**config.mk**
```make
export PLATFORM = sky130hd
export DESIGN_NAME = bitwise_burst_accumulator
export DESIGN_NICKNAME = d
export VERILOG_FILES = /design/src/rtl/bitwise_burst_accumulator.sv
export SDC_FILE = /design/constraint.sdc
export NUM_CORES = 1
export LEC_CHECK = 0
export CORE_ASPECT_RATIO = 0.5
export CORE_MARGIN = 3
export CORE_UTILIZATION = 52
export CTS_BUF_LIST = sky130_fd_sc_hd__clkbuf_16
export CTS_CLUSTER_DIAMETER = 200
export DETAILED_ROUTE_END_ITERATION = 10
export PLACE_DENSITY = 0.93
export SKIP_LAST_GASP = 1
export SLEW_MARGIN = 25
export SYNTH_ARGS = -nofsm -noshare
export SYNTH_HDL_FRONTEND = slang
export SYNTH_SLANG_ARGS = --single-unit
```
**constraint.sdc**
```tcl
create_clock -name clk -period 1.69 [get_ports clk]
set_input_delay 0.4225 -clock clk [delete_from_list [all_inputs] [get_ports clk]]
set_output_delay 0.4225 -clock clk [all_outputs]
set_load 0.02 [all_outputs]
```
**src/rtl/bitwise_burst_accumulator.sv**
```systemverilog
// bitwise_burst_accumulator
//   Purpose : folds a burst of WIDTH-bit words into one word with OR, AND,
//             XOR or NAND. The op is chosen on the first beat of each burst.
//   Latency : out_valid rises the cycle after the last beat is accepted.
//             The minimum burst period is N+1 cycles.
//   Backpressure: in_ready is low while a result is pending, so the next
//             burst waits until out_ready takes the result. in_ready is also
//             low in any cycle where reset is high.
// Ports:
//   clk, reset                    rising-edge clock, synchronous active-high reset
//   in_valid/in_ready/in_data     word stream from the producer
//   in_last                       final word of the burst
//   op                            00=OR 01=AND 10=XOR 11=NAND, sampled on the first beat
//   out_valid/out_ready/out_data  folded result to the consumer
//   out_count                     number of beats folded into out_data
//   out_trunc                     burst closed at MAX_BEATS without in_last
//   out_zero                      out_valid & (out_data == 0); present only when
//                                 BITWISE_BURST_ACCUMULATOR_ZERO_FLAG_EN is defined
module bitwise_burst_accumulator #(
  parameter  int WIDTH     = 16,
  parameter  int MAX_BEATS = 8,
  localparam int CW        = $clog2(MAX_BEATS + 1)
) (
  input  logic             clk,
  input  logic             reset,
  input  logic             in_valid,
  output logic             in_ready,
  input  logic [WIDTH-1:0] in_data,
  input  logic             in_last,
  input  logic [1:0]       op,
  output logic             out_valid,
  input  logic             out_ready,
  output logic [WIDTH-1:0] out_data,
  output logic [CW-1:0]    out_count,
  output logic             out_trunc
`ifdef BITWISE_BURST_ACCUMULATOR_ZERO_FLAG_EN
  ,
  output logic             out_zero
`endif
);

  typedef enum logic [1:0] {
    S_IDLE  = 2'd0,
    S_ACCUM = 2'd1,
    S_DONE  = 2'd2
  } state_t;

  localparam logic [1:0] OP_OR   = 2'b00;
  localparam logic [1:0] OP_AND  = 2'b01;
  localparam logic [1:0] OP_XOR  = 2'b10;
  localparam logic [1:0] OP_NAND = 2'b11;

  state_t           state_q, state_d;
  logic [WIDTH-1:0] acc_q, acc_d;
  logic [CW-1:0]    count_q, count_d;
  logic [1:0]       op_q, op_d;
  logic             trunc_q, trunc_d;

  logic             beat;
  logic             taken;
  logic [CW-1:0]    count_inc;
  logic             hit_max;
  logic [WIDTH-1:0] fold;

  assign in_ready  = ~reset & (state_q != S_DONE);
  assign out_valid = (state_q == S_DONE);
  assign beat      = in_valid & in_ready;
  assign taken     = out_valid & out_ready;
  assign count_inc = count_q + CW'(1);
  assign hit_max   = (count_inc == CW'(MAX_BEATS));

  // NAND folds as AND. The inversion is applied only when the result is presented.
  always_comb begin
    fold = acc_q | in_data;
    case (op_q)
      OP_OR:   fold = acc_q | in_data;
      OP_AND:  fold = acc_q & in_data;
      OP_XOR:  fold = acc_q ^ in_data;
      OP_NAND: fold = acc_q & in_data;
      default: fold = acc_q | in_data;
    endcase
  end

  always_comb begin
    state_d = state_q;
    acc_d   = acc_q;
    count_d = count_q;
    op_d    = op_q;
    trunc_d = trunc_q;
    case (state_q)
      S_IDLE: begin
        if (beat) begin
          acc_d   = in_data;
          op_d    = op;
          count_d = CW'(1);
          // A one-beat limit closes the burst on its first word.
          trunc_d = (MAX_BEATS == 1) & ~in_last;
          state_d = (in_last || MAX_BEATS == 1) ? S_DONE : S_ACCUM;
        end
      end
      S_ACCUM: begin
        if (beat) begin
          acc_d   = fold;
          count_d = count_inc;
          trunc_d = hit_max & ~in_last;
          if (in_last || hit_max) state_d = S_DONE;
        end
      end
      S_DONE: begin
        if (taken) begin
          state_d = S_IDLE;
          trunc_d = 1'b0;
        end
      end
      default: state_d = S_IDLE;
    endcase
  end

  always_ff @(posedge clk) begin
    if (reset) begin
      state_q <= S_IDLE;
      acc_q   <= '0;
      count_q <= '0;
      op_q    <= OP_OR;
      trunc_q <= 1'b0;
    end else begin
      state_q <= state_d;
      acc_q   <= acc_d;
      count_q <= count_d;
      op_q    <= op_d;
      trunc_q <= trunc_d;
    end
  end

  // The accumulator and count stay hidden outside DONE.
  assign out_data  = out_valid ? ((op_q == OP_NAND) ? ~acc_q : acc_q) : '0;
  assign out_count = out_valid ? count_q : '0;
  assign out_trunc = out_valid & trunc_q;

`ifdef BITWISE_BURST_ACCUMULATOR_ZERO_FLAG_EN
  assign out_zero = out_valid & (out_data == '0);
`endif

endmodule

```
## After elaboration in Yosys (flattened, before gate mapping)

Cells that the tools add are included.

| cells by class | value |
|---|---|
| add/sub/neg operators | 1 |
| equality and inequality tests | 11 |
| mux-type cells | 20 |
| bitwise gates (word level) | 11 |
| reduce and logical (&&, ||, !) cells | 10 |

Operators by type and width:

| kind | number |
|---|---|
| 16-bit 2-to-1 mux | 4 |
| 16-bit case mux with 3 select lines | 1 |
| 16-bit case mux with 2 select lines | 1 |
| 16-bit AND | 1 |
| 16-bit NOT | 1 |
| 16-bit bitwise OR | 1 |
| 16-bit XOR | 1 |
| 4-bit 2-to-1 mux | 3 |
| 2-bit 2-to-1 mux | 5 |
| 2-bit inequality test, second input constant | 4 |
| 4-bit case mux with 2 select lines | 1 |
| 4-bit AND reduction | 2 |
| 2-bit == test, second input constant | 3 |
| 2-bit case mux with 3 select lines | 1 |
| 1-bit AND | 5 |
| 4-bit by 1-bit adder with 4-bit output, second input constant | 1 |
| 2-bit by 1-bit == test with 1-bit output, second input constant | 2 |
| 4-bit == test, second input constant | 1 |
| 2-bit logical NOT | 2 |
| 1-bit 2-to-1 mux | 3 |
| 1-bit case mux with 3 select lines | 1 |
| 3-bit AND reduction | 1 |
| 3-bit nonzero test | 1 |
| 2-bit by 1-bit inequality test with 1-bit output, second input constant | 1 |
| other kinds (5) | 6 |

| storage, ports and cells | value |
|---|---|
| register bits after elaboration | 25 |
| input port bits | 23 |

## Longest topological paths before layout

Gate-level depths: netlist of run 1.

| depth | value |
|---|---|
| depth in word-level cells | 6 |
| gate-level depth with buffers | 6 |
| gate-level depth less buffers | 6 |

## Worst setup path before layout of run 1

OpenSTA, ideal clock, no wires.

| timing | value |
|---|---|
| kind | reg-to-output |
| start | reg op_q[1] |
| end | out out_data[10] |
| data arrival time | 1216 ps |
| data required time | 1267 ps |
| path slack | 52 ps |
| stages on the path, launching flop included | 6 |
| path buffers | 2 |
| path through | dfxtp_1 buf_4 nand2_2 buf_4 xnor2_1 nor2_1 |

| on the way | value |
|---|---|
| word-level cells in the longest chain between the ends | 3 |

RTL lines:

| what | RTL line | source |
|---|---|---|
| start: declaration | 56 | `logic [1:0] op_q, op_d;` |
| start signal: assignment | 130 | `op_q <= op_d;` |
| 2-bit == test | 136 | `assign out_data = out_valid ? ((op_q == OP_NAND) ? ~acc_q : acc_q) : '0;` |
| 16-bit 2-to-1 mux (2 in series) | 136 |  |
| end: declaration | 33 | `output logic [WIDTH-1:0] out_data,` |

Every way passes these cells.

## Worst setup path in the final report of run 1

| timing | value |
|---|---|
| start | reg op_q[1] |
| end | out out_data[8] |

The elaborated chain is that of the path after synthesis.

==> metrics.cfg, run 1 <==
[setup_path]
cp_top_family=flip-flops
crit_slowest_cell=dfxtp_4
r2r-end=acc_q[11]
crit_path_cell_trace=nand2_8 > buf_12 > xnor2_1 > nor2_1 > buf_4
end_kind=output pin
reg2reg_slack_ps=50
path_buf_inv=2
cp-start-kind=flip-flop
r2r_cells=6
path_class=flip-flop to output pin
r2r_start=state_q[0]
slowest_delay_ps=390
worstPathArrival_ps=1350
worstPathRequired_ps=1270
worstPathMaxFanout=5

[global_routing]
antenna_found_initial=1
overflow=0
grt_max_degree=31
grt_pass1_vias=2327
grt_usage_pct=25.7
grt_pass1_wl_mm=10.6

[yosys]
synth_top_area_share_pct=22.7
netlist_area_mm2=0.00221
synth_xor_area_share_pct=6.74
synthMuxAreaShare_pct=3.17
netlist_top_cells_area=dfxtp_1, ha_1, inv_1
avgSynthCellArea_um2=7.81
ys.flop_type=dfxtp_1
synth_edf_count=0
synth_async_sr_flop_share_pct=0
synth_top_family_by_area=simple AND/OR/NAND/NOR gates
netlist_instances=283
synth-seq-cells=25
synth-compound-area-share_pct=17.9
synth-simple-area-share_pct=19.4
ys_warn_count=0
syn_nets=339
yosys.area.top_type=dfxtp_1
ys_seq_area_share_pct=22.7
synthAdderAreaFrac_pct=18.7
synth_cell_types=34

[die]
pin_count=46
dieArea_mm2=0.00511
placementRows=16
coreArea_mm2=0.00398
start_util_pct=55.5
die_y_um=52.1
die_w_um=98.2

[routing]
routed_wl_mm=7.18
via_per_inst=5.95
vias=2423
ant_nets=0
drc=0
firstDrtPassIters=7
routedWlPerCell_um=17.6
drt_iter0_drc=188

[clock_network]
cts_sinks=25
h-tree-depth=1
clk_path_buf_depth=2
holdBufCountCts=0
clkLatencyLatePin_ps=260
path_clk_slew_ps=70
cts_tree=yes
cts_buffers=3
clockRootBuffer=clkbuf_16

[timing]
slew_headroom_pct=74.1
clock.fmax_ghz=0.563
finalHoldViolCount=0
worst_slew_pin_slew_ps=388
rsz0062_at_grt=true
fin_crit_ps=1780
fin_worst_skew_ps=1.39
finalSetupViolations=5
fin_ws_ps=-87.0
fin_crit_sh_pct=105
drv_slew=0

[hold_path]
hold_start=acc_q[10]
hold_path.class=flip-flop to flip-flop
holdPathEnd=acc_q[10]
hold-path-cell-count=2

[placed_design]
placed_cell_area_mm2=0.00292
dpl.cell_count=399
port_buffers=45
gp_congestion=0.878
place_hpwl_mm=4.37
dp_slack_ps=-329

[cells_and_area]
instances_no_fill=407
fin_util_pct=76.6
final_area_mm2=0.00305
fin_nets=409
area_growth_pct=38.1
drive_above_1_share_pct=22.4

[outcome]
outcome=finished, violations left
violations=setup timing

[flow_run]
cap_violations=0

[pwr]
p_leak_nw=1.37
vdd_drop_max_uv=332
powerDensity_mw_per_mm2=577

-- cells in the mapped netlist, drive strengths merged (8+ instances only) --
cell / count
o2111ai: 9
nor2: 30
nand3b: 9
nand2: 27
buf: 11
ha: 33
dfxtp: 25
a21oi: 16
inv: 42
xnor2: 16
o211ai: 10
a211oi: 8
-- per-stage QoR --
stage	setup TNS (ps)	hold WS (ps)	power (W)
floorplan	0	449	0.000964
global placement	-4550	457	0.00113
detailed placement	-6490	468	0.00117
CTS	-226	477	0.00170
global route	-453	493	0.00182
finish	-182	476	0.00176
-- worst max path at each step --
| stage | start | endpoint | slack [ps] | depth (start not counted) |
|---|---|---|---|---|
| final | op_q[1] | out_data[8] | -90 | 5 |
| after global routing | op_q[1] | out_data[8] | -110 | 5 |
| after CTS | state_q[0] | out_trunc | -60 | 4 |
| after detailed placement | reset | in_ready | -330 | 3 |
| after global placement | reset | in_ready | -340 | 3 |
| after floorplan | op_q[1] | out_data[10] | 50 | 5 |
-- state kept, by name, indices dropped and copies added, names as in the netlist --
signal and flops:
op_q 2, state_q 2, acc_q 16, trunc_q 1, count_q 4
-- layer usage --
metal	track usage (%)	part of all wire [%]
met3	5.09	8.4
met2	48.6	48
met1	28.6	37
met5	0	0
met4	11.6	6.2
-- logic make-up (layout without fill, tap and decap cells) --
family	count (synthesis)	count (layout)
AND/OR/NAND/NOR	86	86
buffers and inverters	60	129
AO/OA/AOI/OAI	55	55
adder cells (fa/ha/maj)	33	33
flip-flops	25	25
XOR/XNOR	17	17
multiplexers	7	7
other	0	1
-- what timing repair did --
item                       4_1_cts  5_1_grt
gates cloned                     0        1
pin swaps                        2        8
setup endpoints to repair       24       35
gates resized for setup         90       35
buffers inserted                 0        2
-- report_power, final --
group / switching [W] / internal (W) / leakage (nW)
Combinational: 0.000292 / 0.000259 / 1.12
Clock: 0.000226 / 0.000317 / 0.0423
Sequential: 0.0000390 / 0.000627 / 0.207
-- worst reg2reg max path, delay by kind of cell (launching register included) --
kind            cells  cell delay [ps]
flops               1              350
buf+inv             2              510
compound gates      3              390
simple gates        1              270
-- cell type report --
class | count | area, µm²
Antenna cell | 1 | 2.50
Clock buffer | 3 | 75.1
Clock inverter | 1 | 3.75
Fill cell | 244 | 933
Inverter | 42 | 160
Multi-Input combinational cell | 198 | 1520
Sequential cell | 25 | 508
Tap cell | 54 | 67.6
Timing Repair Buffer | 83 | 716
-- layout by cell type (no fill, tap or decap), types with 2 or more instances in the layout --
cell type	netlist	routed
o21ai_0	3	3
o211ai_1	10	10
nand2_1	25	25
nand3b_1	9	9
clkbuf_16	0	4
dfxtp_1	25	23
dfxtp_4	0	2
nand4b_1	2	2
xnor2_1	16	14
nand3_1	3	3
buf_12	0	2
a21oi_1	16	16
inv_2	1	2
dlymetal6s2s_1	0	2
mux2i_1	7	7
buf_2	7	7
nor2_1	30	30
buf_4	3	49
nand2b_1	4	2
a211oi_1	8	8
o2111ai_1	9	9
a222oi_1	7	7
inv_1	41	40
clkdlybuf4s50_1	0	20
ha_1	33	32
and2_1	5	5
No activity file was read; power rests on OpenSTA's default activity.
==> run 2: changes to the inputs <==
- CORE_MARGIN: 3 -> default
- GPL_ROUTABILITY_DRIVEN: default -> 1
==> run 2 against run 1 <==
The flow still finishes with violations (setup timing). Global-route usage up 3.0 points. First-iteration DRC count is 62% higher. Via count down 0.70%. Design area is 0.74% higher. Flip-flop and latch count is the same. Count of clock-buffer cells in the layout did not move. Highest routed layer unchanged. Non-clock buffer count fell by 3. Utilization rose by 0.57 points. Clock skew grew 4.2 ps. Power is 1.4% higher. Final cell count fell by 0.98%.
==> metrics.cfg, run 2 (synthesis gave the netlist of run 1 again) <==
[outcome]
outcome=finished, violations left
violations=setup timing

[clock_network]
cts_sinks=25
cts_tree=yes
cts_buffers=3
holdBufCountCts=0
h-tree-depth=1
path_clk_slew_ps=60
clkLatencyLatePin_ps=270
clockRootBuffer=clkbuf_16
clk_path_buf_depth=2

[die]
coreArea_mm2=0.00398
placementRows=16
start_util_pct=55.5
dieArea_mm2=0.00453
die_w_um=94.2
pin_count=46
die_y_um=48.1

[cells_and_area]
fin_nets=406
drive_above_1_share_pct=22.9
final_cell_mix=inv_1, buf_4, ha_1, nor2_1, nand2_1
multi_input_area_mm2=0.00154
reg_top3=acc_q x16, count_q x4
fill_cells=247
top_register=acc_q
area_growth_pct=39.1
fin_util_pct=77.1
regArea_um2=503
n_antenna_cell=0
largest_reg_flops=16

[hold_path]
hold-path-cell-count=2
hold_start=acc_q[11]
hold_path.class=flip-flop to flip-flop

[timing]
finalSetupViolations=8
fin_worst_skew_ps=5.59
slew_headroom_pct=77.9
fin_ws_ps=-94.7
worst_slew_pin_slew_ps=331
finalSetupTns_ps=-217
clock.fmax_ghz=0.560
fin_crit_ps=1780
fin_crit_sh_pct=106
drv_slew=0
rsz0062_at_grt=true
whs_ps=479
finalHoldViolCount=0

[global_routing]
grt_pass1_vias=2124
grt_usage_pct=28.7
grt_pass1_wl_mm=9.86
grt_max_degree=31
antenna_found_initial=0
overflow=0

[placed_design]
port_buffers=45
place_hpwl_mm=4.05
dp_slack_ps=-309
gp_congestion=0.864

[routing]
ant_nets=0
vias=2406
drc=0
via_per_inst=5.97
firstDrtPassIters=6
drt_iter0_drc=304
routed_wl_mm=7.54
routedWlPerCell_um=18.7

[setup_path]
worstSetupStartpoint=op_q[0]
cp_top_family=flip-flops
crit_path_cell_trace=nand2_4 > clkbuf_16 > xnor2_4 > nor2_2 > buf_4
cp-start-kind=flip-flop
slowest_delay_ps=360
end_kind=output pin
worstPathArrival_ps=1360
path_buf_inv=2
crit_slowest_cell=dfxtp_2
crit_cells=5
path_class=flip-flop to output pin
r2r_cells=6
r2r_start=state_q[0]
worstPathRequired_ps=1270
worstPathMaxFanout=4
reg2reg_slack_ps=20

[pwr]
vdd_drop_max_uv=897
powerDensity_mw_per_mm2=581
p_leak_nw=1.39
power.total_w=0.00178

[flow_run]
cap_violations=0

run 2: changes by cell type in the layout (fill, tap and decap cells not counted), sizes merged:
cell           delta
buf               -8
clkbuf            +1
clkdlybuf4s15     +3
clkdlybuf4s50     -2
clkinv            +1
diode             -1
dlygate4sd2       +2
dlymetal6s2s      +1
inv               -1
run 2: layer usage:
layer | vias up | GRT usage (%) | part of all wire (%)
met2 | 191 | 55.7 | 48
li1 | 1095 | - | -
met5 | - | 0 | 0
met3 | 38 | 4.83 | 10
met1 | 1082 | 33.1 | 38
met4 | 0 | 12.6 | 4.2
run 2: metrics by stage:
| stage | cells | instance area (µm²) |
|---|---|---|
| floorplan | 283 | 2210 |
| global placement | 397 | 2900 |
| detailed placement | 397 | 2900 |
| CTS | 402 | 2940 |
| global route | 403 | 3070 |
| finish | 403 | 3070 |
run 2: power breakdown:
group	internal, W	switching (W)
clock	0.000320	0.000238
combinational	0.000260	0.000301
sequential	0.000628	0.0000376
run 2: final timing paths:
kind,endpoint
min,acc_q[11]
max,out_data[5]
max reg2reg,acc_q[8]
min reg2reg,acc_q[11]
run 2: layout make-up:
type | instances | area share [%]
multi-input combinational | 198 | 50.1
timing repair buffer | 80 | 23.5
sequential | 25 | 16.4
inverter | 42 | 5.21
clock buffer | 3 | 2.44
tap | 54 | 2.20
clock inverter | 1 | 0.163
run 2: worst register-to-register path, stage by stage, from the launching register on:
cell and delay [ps]:
dfxtp_1 350, buf_4 330, nor3b_4 300, buf_12 160, o211ai_1 100, o2111ai_1 170, a21oi_1 130
run 2: what timing repair did:
action / 4_1_cts / 5_1_grt
cloned: 0 / 1
endpoints found under the setup margin: 25 / 26
resized for setup: 90 / 31
pin swaps: 3 / 9
buffers inserted: 1 / 0
